==> src/rtl/serial_addsub_if.sv <==
// Operand/result bundle for the bit-serial add/subtract unit.
interface serial_addsub_if #(parameter int WIDTH = 4);
    logic             start;
    logic             op;
    logic [WIDTH-1:0] a;
    logic [WIDTH-1:0] b;
    logic             busy;
    logic             done;
    logic [WIDTH-1:0] sum;
    logic             cout;
    logic             n;
    logic             z;
    logic             v;
    logic             flag;

    modport master (output start, op, a, b,
                    input  busy, done, sum, cout, n, z, v, flag);
    modport slave  (input  start, op, a, b,
                    output busy, done, sum, cout, n, z, v, flag);
endinterface

==> src/rtl/serial_addsub.sv <==
// Bit-serial signed add/subtract: one full-adder cell, LSB first, WIDTH cycles
// per operation, with registered NZCV-style flags and signed less-than.
module serial_addsub #(
    parameter int WIDTH = 4
) (
    input  logic           clk,
    input  logic           rst_n,
    serial_addsub_if.slave bus
);
    localparam int CW = $clog2(WIDTH) + 1;
    localparam logic [CW-1:0] IDLE  = CW'(0);
    localparam logic [CW-1:0] RUN   = CW'(1);
    localparam logic [CW-1:0] DONE  = CW'(2);
    localparam logic [CW-1:0] LAST  = CW'(WIDTH - 1);
    localparam logic [CW-1:0] PENUL = CW'(WIDTH - 2);

    logic [CW-1:0]    state_q, state_d;
    logic [CW-1:0]    cnt_q, cnt_d;
    logic [WIDTH-1:0] a_q, a_d, b_q, b_d, sr_q, sr_d;
    logic             carry_q, carry_d, cmsb_q, cmsb_d;
    logic [WIDTH-1:0] sum_q, sum_d;
    logic             cout_q, cout_d, n_q, n_d, z_q, z_d, v_q, v_d, flag_q, flag_d;

    logic             s, cnext;
    logic [WIDTH-1:0] res;

    always_comb begin
        s       = a_q[0] ^ b_q[0] ^ carry_q;
        cnext   = (a_q[0] & b_q[0]) | (a_q[0] & carry_q) | (b_q[0] & carry_q);
        res     = {s, sr_q[WIDTH-1:1]};
        state_d = state_q;
        cnt_d   = cnt_q;
        a_d     = a_q;
        b_d     = b_q;
        sr_d    = sr_q;
        carry_d = carry_q;
        cmsb_d  = cmsb_q;
        sum_d   = sum_q;
        cout_d  = cout_q;
        n_d     = n_q;
        z_d     = z_q;
        v_d     = v_q;
        flag_d  = flag_q;
        case (state_q)
            RUN: begin
                sr_d    = res;
                a_d     = {1'b0, a_q[WIDTH-1:1]};
                b_d     = {1'b0, b_q[WIDTH-1:1]};
                carry_d = cnext;
                cnt_d   = cnt_q + CW'(1);
                if (cnt_q == PENUL)
                    cmsb_d = cnext;
                // Last bit: publish every result flag in the same edge.
                if (cnt_q == LAST) begin
                    state_d = DONE;
                    sum_d   = res;
                    cout_d  = cnext;
                    n_d     = s;
                    z_d     = (res == '0);
                    v_d     = cmsb_q ^ cnext;
                    flag_d  = s ^ (cmsb_q ^ cnext);
                end
            end
            default: begin
                if (bus.start) begin
                    state_d = RUN;
                    a_d     = bus.a;
                    b_d     = bus.op ? ~bus.b : bus.b;
                    carry_d = bus.op;
                    cnt_d   = '0;
                    sr_d    = '0;
                    cmsb_d  = 1'b0;
                end else begin
                    state_d = IDLE;
                end
            end
        endcase
    end

    always_ff @(posedge clk) begin
        if (!rst_n) begin
            state_q <= IDLE;
            cnt_q   <= '0;
            a_q     <= '0;
            b_q     <= '0;
            sr_q    <= '0;
            carry_q <= 1'b0;
            cmsb_q  <= 1'b0;
            sum_q   <= '0;
            cout_q  <= 1'b0;
            n_q     <= 1'b0;
            z_q     <= 1'b0;
            v_q     <= 1'b0;
            flag_q  <= 1'b0;
        end else begin
            state_q <= state_d;
            cnt_q   <= cnt_d;
            a_q     <= a_d;
            b_q     <= b_d;
            sr_q    <= sr_d;
            carry_q <= carry_d;
            cmsb_q  <= cmsb_d;
            sum_q   <= sum_d;
            cout_q  <= cout_d;
            n_q     <= n_d;
            z_q     <= z_d;
            v_q     <= v_d;
            flag_q  <= flag_d;
        end
    end

    assign bus.busy = (state_q == RUN);
    assign bus.done = (state_q == DONE);
    assign bus.sum  = sum_q;
    assign bus.cout = cout_q;
    assign bus.n    = n_q;
    assign bus.z    = z_q;
    assign bus.v    = v_q;
    assign bus.flag = flag_q;
endmodule

==> src/flat_wrapper.sv <==
// flat-port wrapper written by rule: the top's interface ports become plain ports
module serial_addsub_flat 
#(
    parameter int WIDTH = 4
)
  (clk, rst_n, bus_start, bus_op, bus_a, bus_b, bus_busy, bus_done, bus_sum, bus_cout, bus_n, bus_z, bus_v, bus_flag);
  serial_addsub_if #(.WIDTH(WIDTH)) bus_i ();
  input  logic clk;
  input  logic rst_n;
  input wire logic [$bits(bus_i.start)-1:0] bus_start;
  input wire logic [$bits(bus_i.op)-1:0] bus_op;
  input wire logic [$bits(bus_i.a)-1:0] bus_a;
  input wire logic [$bits(bus_i.b)-1:0] bus_b;
  output wire logic [$bits(bus_i.busy)-1:0] bus_busy;
  output wire logic [$bits(bus_i.done)-1:0] bus_done;
  output wire logic [$bits(bus_i.sum)-1:0] bus_sum;
  output wire logic [$bits(bus_i.cout)-1:0] bus_cout;
  output wire logic [$bits(bus_i.n)-1:0] bus_n;
  output wire logic [$bits(bus_i.z)-1:0] bus_z;
  output wire logic [$bits(bus_i.v)-1:0] bus_v;
  output wire logic [$bits(bus_i.flag)-1:0] bus_flag;
  assign bus_i.start = bus_start;
  assign bus_i.op = bus_op;
  assign bus_i.a = bus_a;
  assign bus_i.b = bus_b;
  assign bus_busy = bus_i.busy;
  assign bus_done = bus_i.done;
  assign bus_sum = bus_i.sum;
  assign bus_cout = bus_i.cout;
  assign bus_n = bus_i.n;
  assign bus_z = bus_i.z;
  assign bus_v = bus_i.v;
  assign bus_flag = bus_i.flag;
  serial_addsub #(.WIDTH(WIDTH)) u_core (.clk(clk), .rst_n(rst_n), .bus(bus_i));
endmodule
==> config.mk <==
export PLATFORM = sky130hd
export DESIGN_NAME = serial_addsub_flat
export DESIGN_NICKNAME = d
export VERILOG_FILES = /design/src/rtl/serial_addsub_if.sv /design/src/rtl/serial_addsub.sv /design/src/flat_wrapper.sv
export SDC_FILE = /design/constraint.sdc
export NUM_CORES = 1
export LEC_CHECK = 0
export CAP_MARGIN = 20
export CORE_UTILIZATION = 45
export CTS_CLUSTER_SIZE = 16
export DETAILED_ROUTE_END_ITERATION = 8
export PLACE_DENSITY = 0.73
export SKIP_CTS_REPAIR_TIMING = 1
export SLEW_MARGIN = 20
export SYNTH_ARGS = -nofsm -noshare
export SYNTH_HDL_FRONTEND = slang
export SYNTH_SLANG_ARGS = --single-unit
==> constraint.sdc <==
create_clock -name clk -period 1.3 [get_ports clk]
set_input_delay 0.13 -clock clk [delete_from_list [all_inputs] [get_ports clk]]
set_output_delay 0.13 -clock clk [all_outputs]
set_load 0.05 [all_outputs]
Word-level counts from Yosys, hierarchy flattened
Cells that the tools add are included.
{"block": "totals", "regBits": 29, "out_inout_bits": 11, "in_bits": 12}
{"block": "op_classes", "bitwise_logic": 11, "reduce_logical": 5, "n_eq_ne": 6, "addsub": 1, "n_mux": 17}
{"op": "$mux 3", "n": 8}
{"op": "$mux 4", "n": 3}
{"op": "$eq 3x2->1 const B", "n": 3}
{"op": "$mux 1", "n": 6}
{"op": "$logic_not 4->1", "n": 1}
{"op": "$ne 2x1->1 const B", "n": 2}
{"op": "$not 4->4", "n": 1}
{"op": "$reduce_and 2->1", "n": 2}
{"op": "$xor 1x1->1", "n": 4}
{"op": "$add 3x1->3 const B", "n": 1}
{"op": "$and 1x1->1", "n": 3}
{"op": "$eq 3x1->1 const B", "n": 1}
{"op": "$or 1x1->1", "n": 2}
{"op": "$reduce_bool 2->1", "n": 1}
{"op": "$reduce_or 2->1", "n": 1}
{"op": "$not 1->1", "n": 1}

Longest topological paths before layout
{"block": "depth", "depth_word": 5, "depth_mapped": 7}

Worst setup path after synthesis
No wires, ideal clock.
{"block": "synth_timing", "path_type": "flip-flop to flip-flop", "startpoint": "register u_core.carry_q", "endpoint": "register u_core.flag_q, in the netlist u_core.bus.flag", "arrival_ns": 1.230, "period_less_slack_ns": 1.348, "path_buffers": 0, "setup_ns": 0.118, "t_required_ns": 1.182, "path_stages_with_launch": 5, "path_slack_ns": -0.048, "cell_sequence": "dfxtp_1 > fa_1 > xor2_1 > xnor2_1 > o21ai_2"}
{"block": "synth_via", "elab_chain_cells": 5}
{"item": "start, declared", "line": "serial_addsub.sv:20", "text": "logic carry_q, carry_d, cmsb_q, cmsb_d;"}
{"item": "start signal, assigned", "line": "serial_addsub.sv:101", "text": "carry_q <= carry_d;"}
{"item": "$and 1x1->1", "line": "serial_addsub.sv:29", "text": "cnext = (a_q[0] & b_q[0]) | (a_q[0] & carry_q) | (b_q[0] & carry_q);"}
{"item": "$or 1x1->1", "line": "serial_addsub.sv:29"}
{"item": "$or 1x1->1 (*)", "line": "serial_addsub.sv:29"}
{"item": "via u_core.cnext", "line": "serial_addsub.sv:24", "text": "logic s, cnext;"}
{"item": "$xor 1x1->1 (*) (2 in series)", "line": "serial_addsub.sv:61", "text": "flag_d = s ^ (cmsb_q ^ cnext);"}
{"item": "end signal, assigned", "line": "serial_addsub.sv:108", "text": "flag_q <= flag_d;"}
{"item": "end, declared", "line": "serial_addsub.sv:22", "text": "logic cout_q, cout_d, n_q, n_d, z_q, z_d, v_q, v_d, flag_q, flag_d;"}
The timed path passes the listed nets; every way through them passes the cells marked *.
A chain may end at the register's enable or synchronous reset.

Worst setup path in the final report
{"block": "layout_timing", "startpoint": "register u_core.carry_q", "endpoint": "register u_core.flag_q, in the netlist u_core.bus.flag"}
{"item": "$xor 1x1->1", "line": "serial_addsub.sv:28", "text": "s = a_q[0] ^ b_q[0] ^ carry_q;"}
{"item": "via u_core.s", "line": "serial_addsub.sv:24"}
{"item": "$xor 1x1->1", "line": "serial_addsub.sv:61"}
The timed path passes the listed nets, and every way through them passes these cells.

==> metrics.txt <==
Die Ht between 50 and 60 µm; Max Cap Viol 0; vias in the first global route about 900; Buf/Inv on CP 0; Layout Nets roughly 180; RSZ-0062 raised after global routing yes; Non-Filler Instances 190; clock-pin slew on the worst setup and hold paths around 0.15 ns; pre-CTS setup slack -0.04193 ns; Seq cells post-synth 26; Setup CP Type reg2reg; # placed instances between 150 and 200; fmax around 0.74 GHz; Cell Area, Synth roughly 1200 µm²; dominant cells by area after synthesis dfxtp_1 (43%), nand2_1 (7.4%), mux2i_1 (4.1%); Iter 0 DRT Violations 20; clock tree buffer depth 2; Slew @ Worst Pin around 0.25 ns; worst hold-check path type in2reg; FF-to-FF setup slack -0.05 ns; most common cell after layout, fill and taps aside nand2_1; Tmin final between 1 and 1.5 ns; Slew Limit Fails 0; outcome finished with violations; leading cell types in the layout, fill and taps excluded nand2_1 (24), dfxtp_1 (21), clkdlybuf4s50_1 (11), buf_12 (11), buf_4 (10); CP required 1.53 ns; worst setup path startpoint u_core.carry_q; worst skew pair latency between 0.3 and 0.4 ns; grt ovf 0; worst hold slack 0.4183 ns; Ys Warns 0; Initial DRT Pass Iterations 4; layout cell share with drive strength beyond 1 approximately 28%; post-synth top area cell dfxtp_1; Worst Setup EP u_core.bus.flag; Crit path depth 3; Area growth, synth to finish 39.05%; I/O pin count 23; DP Area about 1600 µm²; PwrDens roughly 990 nW/µm²; worst path arrival time about 1.6 ns; Final period util 103.7%; Cell variety after synth 35; post-synth top area share between 40% and 50%; register area share after synthesis between 40% and 50%; worst setup margin -0.04833 ns; Die Area 2918 µm²; pin count of the biggest net entering global routing 17; violated checks negative setup slack; Clk Tree Root Cell clkbuf_4; num rows 18; post-synthesis average cell area roughly 9.2 µm²; final instance area 1693 µm²; Setup crit start kind flip-flop; Post-Syn Nets approximately 150; VDD IR max between 0.9 and 1 mV; CP Cell Sequence fa_2 -> xnor2_1 -> o21ai_2; Cells after Synth approximately 130; Finish-stage setup viols 2; final core occ ~67%; n_diodes 0; Slew HR between 80 and 90%; total CTS buffers 3; Fin Setup TNS -0.08071 ns; H-tree lvl count 1; worst r2r src u_core.carry_q; CP max FO 4; Worst path max stage delay about 0.64 ns; post-route ant nets 0; DRC viols 0; GP Congestion between 0.7 and 0.8; drt total wl between 2 and 3 mm; chip width around 54 µm; DP HPWL 1.708 mm; CP delay by family, top adder cells; Via density between 5 and 6; CP Capture Type flip-flop; CTS Sinks 26; core box area 2522 µm²; CTS tree built; via count approximately 1,000; Avg WL per Cell 13.28 µm; Initial Util 48.26%; clock skew after layout 0.004549 ns; Worst Reg-to-Reg Cells 3; GRT Total Usage a little under a fifth; P_leak 0.7034 nW; R2R Path End u_core.bus.flag; final hold viol count 0; total power approximately 1.7 mW; slowest CP cell fa_2; Port Buffers 22; first-pass GRT wire length slightly below 4 mm; initial antenna violation count 0
-- layout make-up --
cell class | count | area, µm²
clock buffers | 3 | 22.52
clock inverters | 1 | 30.03
fillers | 213 | 829.5
inverters | 4 | 20.02
multi-input cells | 94 | 650.6
flip-flops and latches | 26 | 526.8
well taps | 30 | 37.54
repair buffers | 32 | 405.4
-- worst min path at each step --
stage	startpoint	end	slack, ns	depth (start not counted)
finish	bus_a[3]	u_core.a_q[3]	0.42	3
CTS	bus_a[3]	u_core.a_q[3]	0.42	3
detailed placement	u_core.b_q[2]	u_core.b_q[1]	0.47	2
global placement	u_core.b_q[2]	u_core.b_q[1]	0.45	2
global route	bus_a[3]	u_core.a_q[3]	0.45	3
floorplan	rst_n	u_core.state_q[1]	0.26	2
-- where the power goes --
part	switching [mW]	internal, mW	total, mW
clock	0.248	0.312	0.560
sequential	0.0236	0.830	0.854
combinational	0.128	0.139	0.267
total	0.400	1.28	1.68
-- registers in the layout (all words and copies together) (netlist names) --
signal / flops
u_core.state_q: 2
u_core.cnt_q: 3
u_core.b_q: 4
u_core.bus.sum: 4
u_core.carry_q: 1
u_core.bus.flag: 1
u_core.bus.z: 1
u_core.sr_q: 3
u_core.bus.cout: 1
u_core.a_q: 4
u_core.cmsb_q: 1
u_core.bus.v: 1
-- cells in the mapped netlist (all sizes together) --
master and instances:
nand3b 3, mux2i 5, a21boi 10, nor2b 3, dfxtp 26, o21a 1
nor4 1, xnor2 5, inv 4, ha 3, nand2 25, o21ai 9
a21oi 1, fa 1, or3 1, nand2b 1, o211a 4, nor2 8
buf 8, nand3 5, nor3b 3, and2 2, clkbuf 2, xor2 1
a211oi 1
-- worst register-to-register path, delay by kind of cell, from the launching register on --
family / cells / cell delay [ns]
compound gates: 1 / 0.09
flops: 1 / 0.36
xor+xnor: 1 / 0.17
fa+ha+maj: 1 / 0.64
-- kinds of logic (layout without fill, tap and decap cells) --
group	after synthesis	after routing	synth area share, %
AOI/OAI and AO/OA	26	26	15.42
xor gates and xnor gates	6	6	4.317
adders and majority gates	4	4	4.728
buffers and inverters	14	40	6.783
DFF	26	26	42.75
muxes	5	5	4.111
and+or+nand+nor	52	53	21.89
-- layer usage --
| layer | track usage, % | share of wire (%) |
|---|---|---|
| met1 | 23.12 | 42 |
| met2 | 33.54 | 53 |
| met3 | 2.542 | 4.1 |
| met4 | 7.692 | 1.5 |
| met5 | 0 | 0 |
(Power assumes the default switching activity.)
